### config.mk
export PLATFORM = sky130hd
export DESIGN_NAME = settle_timer
export DESIGN_NICKNAME = d
export VERILOG_FILES = /design/src/rtl/response_checker_settle_timer.sv
export SDC_FILE = /design/constraint.sdc
export NUM_CORES = 1
export LEC_CHECK = 0
export BUFFER_PORTS_ARGS = -buffer_cell sky130_fd_sc_hd__buf_2
export CAP_MARGIN = 10
export CORE_AREA = 2 2 39 41
export CTS_CLUSTER_DIAMETER = 80
export CTS_CLUSTER_SIZE = 14
export DETAILED_ROUTE_END_ITERATION = 10
export DIE_AREA = 0 0 41 43
export PLACE_DENSITY_LB_ADDON = 0.05
export SLEW_MARGIN = 20
export SYNTH_ARGS = -nofsm -noshare
export SYNTH_HDL_FRONTEND = slang
export SYNTH_SLANG_ARGS = --single-unit
### constraint.sdc
create_clock -name clock -period 1.68 [get_ports clock]
set_input_delay 0.168 -clock clock [delete_from_list [all_inputs] [get_ports clock]]
set_output_delay 0.168 -clock clock [all_outputs]
set_load 0.005 [all_outputs]
### src/rtl/response_checker_settle_timer.sv
// settle_timer: 8-bit loadable down-counter that parks at zero and flags it.
module settle_timer (
    input  logic       clock,
    input  logic       reset_n,
    input  logic       load,
    input  logic [7:0] load_val,
    output logic [7:0] count,
    output logic       zero
);

    assign zero = count == 8'd0;

    always_ff @(posedge clock or negedge reset_n) begin
        if (!reset_n)
            count <= 8'd0;
        else if (load)
            count <= load_val;
        else if (!zero)
            count <= count - 8'd1;
    end

endmodule

# Word-level counts from Yosys, hierarchy flattened
# Index checks and enable logic that the tools add are counted.
[classes]
div = 0
addsub = 1
n_bitwise = 0
n_eq_ne = 1
mul = 0
n_mux = 2
n_shift = 0
reduce_logical = 1
n_lt_le_gt_ge = 0
[ops]
columns = ["operator", "n"]
rows = [
  ["$mux W8", 2],
  ["$logic_not A8 Y1", 1],
  ["$sub A8 B1 Y8 const B", 1],
  ["$ne A2 B2 Y1 const B", 1],
]
[word_totals]
memories = 0
ramBits = 0
register_bits = 8
latch_bits = 0
output_inout_bits = 9
mem_bits_ro = 0

# Logic depth before layout (Yosys ltp)
# Gate-level depths: netlist (run 1).
[depth]
ltp_word = 3
ltp_mapped = 5
mapped_depth_nobuf = 5

# Worst setup path before layout (run 1)
# Ideal clock, no wire load.
[synth_timing]
kind = "register -> register"
from = "register count[0]"
to = "register count[3]"
path_stages_with_launch = 6
arrival_time_ns = 1.431
synth_period_minus_slack_ns = 1.566
slack_ns = 0.114
t_required_ns = 1.545
cell_sequence = "dfrtp_1 inv_1 ha_1 or3b_2 nor2_4 o31ai_1"
[synth_via]
elab_cells_between_ends = 5
cone_classes = "1 x add/sub; 1 x eq/ne; 2 x mux; 1 x reduce/logical"
[synth_rtl]
columns = ["element", "line", "text"]
rows = [
  ["start, declared", "7", "output logic [7:0] count,"],
  ["start signal, assigned", "17", "count <= load_val;"],
  ["start signal, assigned", "19", "count <= count - 8'd1;"],
  ["$logic_not A8 Y1", "11", "assign zero = count == 8'd0;"],
  ["net zero", "8", "output logic zero"],
  ["$ne A2 B2 Y1 (no line)", "--", ""],
]
# The timed path passes the listed nets, and every way through them passes these cells. The select of a mux whose other input is x is not followed.
# A chain may end at the register's enable or synchronous reset.

# Worst setup path in the final report (run 1)
[layout_timing]
from = "register count[4]"
to = "output zero"
[layout_via]
elab_chain_cells = 1
[layout_rtl]
columns = ["element", "line"]
rows = [
  ["$logic_not A8 Y1", "11"],
  ["end, declared", "8"],
]
# No other way between the ends.

==> results of run 1 <==
==> worst max path at each step <==
stage	from	to
floorplan	count[0]$_DFFE_PN0P_	count[3]$_DFFE_PN0P_
global placement	count[1]$_DFFE_PN0P_	zero
detailed placement	count[1]$_DFFE_PN0P_	zero
CTS	count[4]$_DFFE_PN0P_	zero
global route	count[0]$_DFFE_PN0P_	zero
finish	count[4]$_DFFE_PN0P_	zero
==> worst register-to-register path, stage by stage (launching register included) <==
cell and delay, ns:
dfrtp_2 0.45, or4_4 0.53, buf_4 0.17, nor3_2 0.17, o31ai_1 0.09
==> per-stage QoR <==
step | std cells | setup TNS (ns) | cell area [um^2]
2_1_floorplan | 59 | 0 | 539.3
3_3_place_gp | 96 | 0 | 676.9
3_5_place_dp | 96 | 0 | 676.9
4_1_cts | 105 | 0 | 754.5
5_1_grt | 105 | -0.02125 | 759.5
6_report | 105 | 0 | 759.5
==> timing repair <==
| action | 4_1_cts | 5_1_grt |
|---|---|---|
| endpoints found under the hold margin | 8 | 0 |
| gates resized for setup | 6 | 1 |
| pin swaps | 1 | 0 |
| hold buffers | 1 | 0 |
| buffers inserted | 5 | 0 |
| endpoints found under the setup margin | 1 | 2 |
==> power breakdown <==
part / leakage [uW] / internal (uW) / switching, uW / total [uW]
clock network: 0.0000138 / 82.4 / 74.9 / 157
logic: 0.000237 / 105 / 105 / 210
registers: 0.0000909 / 219 / 29.2 / 249
total: 0.000341 / 407 / 209 / 616
==> cells in the mapped netlist <==
cell type,n
nor3_1,5
nand4_1,2
o31ai_1,4
or4_4,1
nor2_1,3
nor3_2,2
inv_1,6
nor3b_1,2
clkbuf_1,2
o311ai_0,2
xnor2_1,2
ha_1,1
a311o_1,1
a21oi_1,3
a21boi_0,1
and3_1,1
dfrtp_1,8
and4b_1,1
nor2b_1,1
a32o_1,1
nor4_4,1
or3b_2,1
nand2_1,6
a211oi_1,1
nor2_4,1
==> layout make-up <==
class                   instances  area (um^2)  area share (%)
multi-input cells              43        316.6           41.68
flip-flops and latches          8        205.2           27.02
repair buffers                 29        172.7           22.73
clock buffers                   3        22.52           2.965
inverters                       6        22.52           2.965
well taps                      16        20.02           2.636
==> cells by family (layout without fill, tap and decap cells) <==
logic type | count (synthesis) | count (layout) | synth area share [%]
simple gates | 27 | 27 | 33.64
flops | 8 | 8 | 37.12
buf+inv | 8 | 38 | 5.569
compound gates | 13 | 13 | 18.10
xor+xnor | 2 | 2 | 3.249
fa+ha+maj | 1 | 1 | 2.320
==> per-layer routing <==
metal  GRT usage [%]  wire [um]  up-vias
li1                -          -      280
met3           3.141         55        2
met5               0          0        -
met4           14.00         14        0
met1           29.28        693      274
met2           28.75        752       18
==> results.sh, run 1 <==
export IMPL_firstDrtPassIters=4
export IMPL_yosys_area_top_type="dfrtp_1"
export IMPL_n_antenna_cell=0
export IMPL_fin_crit_sh_pct=98.99
export IMPL_hpwlAfterDp_um=1004
export IMPL_whs_endpoint="count[4]$_DFFE_PN0P_"
export IMPL_syn_inst=59
export IMPL_setup_viol=0
export IMPL_die_area_um2=1763
export IMPL_core_area_um2=1384
export IMPL_final_cell_mix="buf_2 (19), buf_4 (9), nand2_1 (6), inv_1 (5), nor3_1 (5)"
export IMPL_min_from="load_val[4]"
export IMPL_cellLeakagePower_uw=0.0003414
export IMPL_final_common_cell="buf_2"
export IMPL_setup_slack_ns=0.01702
export IMPL_top_register="count"
export IMPL_syn2layout_area_growth_pct=40.84
export IMPL_vias=574
export IMPL_top_regs="count (8)"
export IMPL_r2r_slack_ns=0.14
export IMPL_drtIter0Drc=14
export IMPL_port_buffers=19
export IMPL_clock_latency_ns=0.26
export IMPL_reg2reg_from="count[4]$_DFFE_PN0P_"
export IMPL_largest_register_ffs=8
export IMPL_die_x_um=41
export IMPL_ys_top_cells_by_area="dfrtp_1 (37%), o31ai_1 (5.6%), nor3_1 (4.6%)"
export IMPL_io_pin_count=20
export IMPL_outcome="finished clean"
export IMPL_slowest_delay_ns=0.53
export IMPL_tightest_slew_ns=0.4052
export IMPL_clock_sinks=8
export IMPL_cts_tree="yes"
export IMPL_rsz0062_at_grt="yes"
export IMPL_cp_required_ns=1.51
export IMPL_crit_buf_inv=1
export IMPL_cts_root_buffer="clkbuf_4"
export IMPL_cts_clk_slew_worst_paths_ns=0.06
export IMPL_synth_top_area_share_pct=37.12
export IMPL_path_cells="or4_4, nor2_4, buf_2"
export IMPL_finalHoldViolCount=0
export IMPL_hold_path_class="in -> reg"
export IMPL_relSlewSlack_pct=72.78
export IMPL_cts_buffer_depth=2
export IMPL_overflow=0
export IMPL_die_h_um=43
export IMPL_grt_pass1_wl_um=2415
export IMPL_p_per_area_nw_per_um2=811.5
export IMPL_grtUsageTotal_pct=21.03
export IMPL_wl_um=1515
export IMPL_crit_fanout=5
export IMPL_synth_warnings=0
export IMPL_wl_per_cell_um=14.43
export IMPL_grt_antenna_before_repair=0
export IMPL_path_class="reg -> out"
export IMPL_grt_max_degree=21
export IMPL_ys_ff_latch=8
export IMPL_fin_crit_ns=1.663
export IMPL_ys_types=25
export IMPL_fin_util_pct=54.88
export IMPL_slew_viol_final=0
export IMPL_synth_seq_area_share_pct=37.12
export IMPL_cp_num_cells=3
export IMPL_first_global_vias=533
export IMPL_drc=0
export IMPL_skew_ns=0.005451
export IMPL_layout_drive_gt1_share_pct=48.31
export IMPL_rr_worst_depth=4
export IMPL_place_congestion=0.7759
export IMPL_drv_cap=0
export IMPL_peakVddDrop_uv=444.6
export IMPL_syn_area_per_cell_um2=9.140
export IMPL_nets=103
export IMPL_pre_cts_ws_ns=0.1428
export IMPL_finalPower_uw=616.3
export IMPL_startpoint_type="flop"
export IMPL_hold_worst_slack_ns=0.1138
export IMPL_nFillCells=138
export IMPL_syn_area_um2=539.3
export IMPL_rr_endpoint="count[1]$_DFFE_PN0P_"
export IMPL_max_freq_mhz=601.3
export IMPL_critPathTopFamily="simple AND/OR/NAND/NOR gates"
export IMPL_cts_htree_levels=1
export IMPL_slowest_stage="or4_4"
export IMPL_ant_nets=0
export IMPL_start_util_pct=38.97
export IMPL_cts_made_buffers=3
export IMPL_whs_path_depth=3
export IMPL_arrival_ns=1.49
export IMPL_vias_per_cell=5.467
export IMPL_critPathCaptureType="primary output"
export IMPL_rows=14
export IMPL_synth_net_count=71
No activity file was read; power rests on OpenSTA's default activity.
==> run 2, diff against run 1 <==
GPL_ROUTABILITY_DRIVEN = 0   (was not set)
PLACE_DENSITY = 0.68   (was not set)
PLACE_DENSITY_LB_ADDON = not set   (was 0.05)
==> run 2 against run 1 <==
Compared with the run above:
- maximum frequency fell by 0.13%
- critical path depth up 2
- via count up 3.7%
- first-iteration DRC count increased by 110%
- setup slack got worse by 0.0022 ns
- clock-buffer cell count is the same
- final cell count rose by 0.95%
- largest cell class unchanged
==> results.sh, run 2 (synthesized netlist as in run 1, its figures left out) <==
export IMPL_cts_buffer_depth=2
export IMPL_largest_register_ffs=8
export IMPL_clock_sinks=8
export IMPL_overflow=0
export IMPL_grt_max_degree=21
export IMPL_pre_cts_ws_ns=0.1369
export IMPL_cts_root_buffer="clkbuf_4"
export IMPL_vias_per_cell=5.613
export IMPL_skew_ns=0.002606
export IMPL_ant_nets=0
export IMPL_firstDrtPassIters=4
export IMPL_hold_path_class="in -> reg"
export IMPL_rows=14
export IMPL_drc=0
export IMPL_vias=595
export IMPL_startpoint_type="flop"
export IMPL_wl_per_cell_um=13.89
export IMPL_die_area_um2=1763
export IMPL_drv_cap=0
export IMPL_port_buffers=19
export IMPL_cts_htree_levels=1
export IMPL_first_global_vias=519
export IMPL_n_antenna_cell=0
export IMPL_max_freq_mhz=600.5
export IMPL_final_common_cell="buf_2"
export IMPL_cts_clk_slew_worst_paths_ns=0.05
export IMPL_fin_crit_ns=1.665
export IMPL_cts_tree="yes"
export IMPL_reg2reg_from="count[0]$_DFFE_PN0P_"
export IMPL_finalHoldViolCount=0
export IMPL_arrival_ns=1.50
export IMPL_rr_endpoint="count[1]$_DFFE_PN0P_"
export IMPL_die_x_um=41
export IMPL_grt_antenna_before_repair=0
export IMPL_final_cell_mix="buf_2 (19), buf_4 (10), nand2_1 (6), dfrtp_1 (6), nor3_1 (5)"
export IMPL_top_register="count"
export IMPL_cellLeakagePower_uw=0.0003455
export IMPL_relSlewSlack_pct=70.88
export IMPL_top_regs="count (8)"
export IMPL_io_pin_count=20
export IMPL_grtUsageTotal_pct=20.87
export IMPL_r2r_slack_ns=0.08
export IMPL_drtIter0Drc=30
export IMPL_clock_latency_ns=0.26
export IMPL_rsz0062_at_grt="yes"
export IMPL_path_class="reg -> out"
export IMPL_nets=104
export IMPL_crit_start="count[0]$_DFFE_PN0P_"
export IMPL_layout_drive_gt1_share_pct=47.78
export IMPL_setup_viol=0
export IMPL_wl_um=1472
export IMPL_fin_setup_tns_ns=0
export IMPL_tightest_slew_ns=0.4335
export IMPL_die_h_um=43
export IMPL_crit_fanout=3
export IMPL_grt_pass1_wl_um=2435
export IMPL_hpwlAfterDp_um=932.5
export IMPL_critPathCaptureType="primary output"
export IMPL_nFillCells=127
export IMPL_start_util_pct=38.97
export IMPL_outcome="finished clean"
export IMPL_setup_slack_ns=0.01479
export IMPL_fin_crit_sh_pct=99.12
export IMPL_peakVddDrop_uv=325.7
export IMPL_rr_worst_depth=7
export IMPL_core_area_um2=1384
export IMPL_syn2layout_area_growth_pct=43.16
export IMPL_cp_endpoint="zero"
export IMPL_cts_made_buffers=3
export IMPL_slew_viol_final=0
export IMPL_cp_required_ns=1.51
export IMPL_p_per_area_nw_per_um2=799.9
[run 2: cell count changes in the layout (fill, tap and decap cells not counted), sizes merged]
cell,change
buf,+1
[run 2: layout make-up]
class	count	area [um^2]	area share (%)
Clock buffer	3	22.52	2.917
Inverter	6	22.52	2.917
Multi-Input combinational cell	43	324.1	41.98
Sequential cell	8	202.7	26.26
Tap cell	16	20.02	2.593
Timing Repair Buffer	30	180.2	23.34
[run 2: power by group]
group	switching, uW	total [uW]	internal [uW]
Combinational	112	222	110
Sequential	26.6	245	218
Clock	68.5	150	82.0
[run 2: timing repair]
action / in CTS / in global routing
pin swaps: 1 / 2
resized for setup: 3 / 4
endpoints found under the setup margin: 1 / 1
setup buffers: 5 / 2
hold buffers: 1 / 0
hold endpoints to repair: 8 / 0
[run 2: worst min-delay path by stage]
stage	start	end	cells past startpoint
2_1_floorplan	reset_n	count[0]$_DFFE_PN0P_	0
3_3_place_gp	reset_n	count[0]$_DFFE_PN0P_	1
3_5_place_dp	reset_n	count[0]$_DFFE_PN0P_	1
4_1_cts	load_val[1]	count[1]$_DFFE_PN0P_	3
5_1_grt	load_val[3]	count[3]$_DFFE_PN0P_	3
6_report	load_val[0]	count[0]$_DFFE_PN0P_	3
[run 2: metal layers]
layer,wire [um],GRT usage [%],vias up
li1,-,-,284
met1,645,28.66,287
met2,735,28.75,19
met3,51,4.712,5
met4,39,12.00,0
met5,0,0,-
[run 2: critical path: stages, from the launching register on]
cell	delay, ns
dfrtp_1	0.39
inv_2	0.09
ha_4	0.13
or3b_4	0.39
nor2_4	0.13
buf_2	0.12
[run 2: per-stage QoR]
stage,std cells,utilization (%),instance area [um^2],hold WS (ns),total power [uW]
3_5_place_dp,95,48.37,669.4,0.02638,423.5
5_1_grt,106,55.79,772.0,0.1135,670.3
4_1_cts,104,53.80,744.5,0.1172,601.4
3_3_place_gp,95,48.37,669.4,0.02553,420.5
2_1_floorplan,59,-,539.3,-0.1276,350.9
6_report,106,55.79,772.0,0.1174,617.5
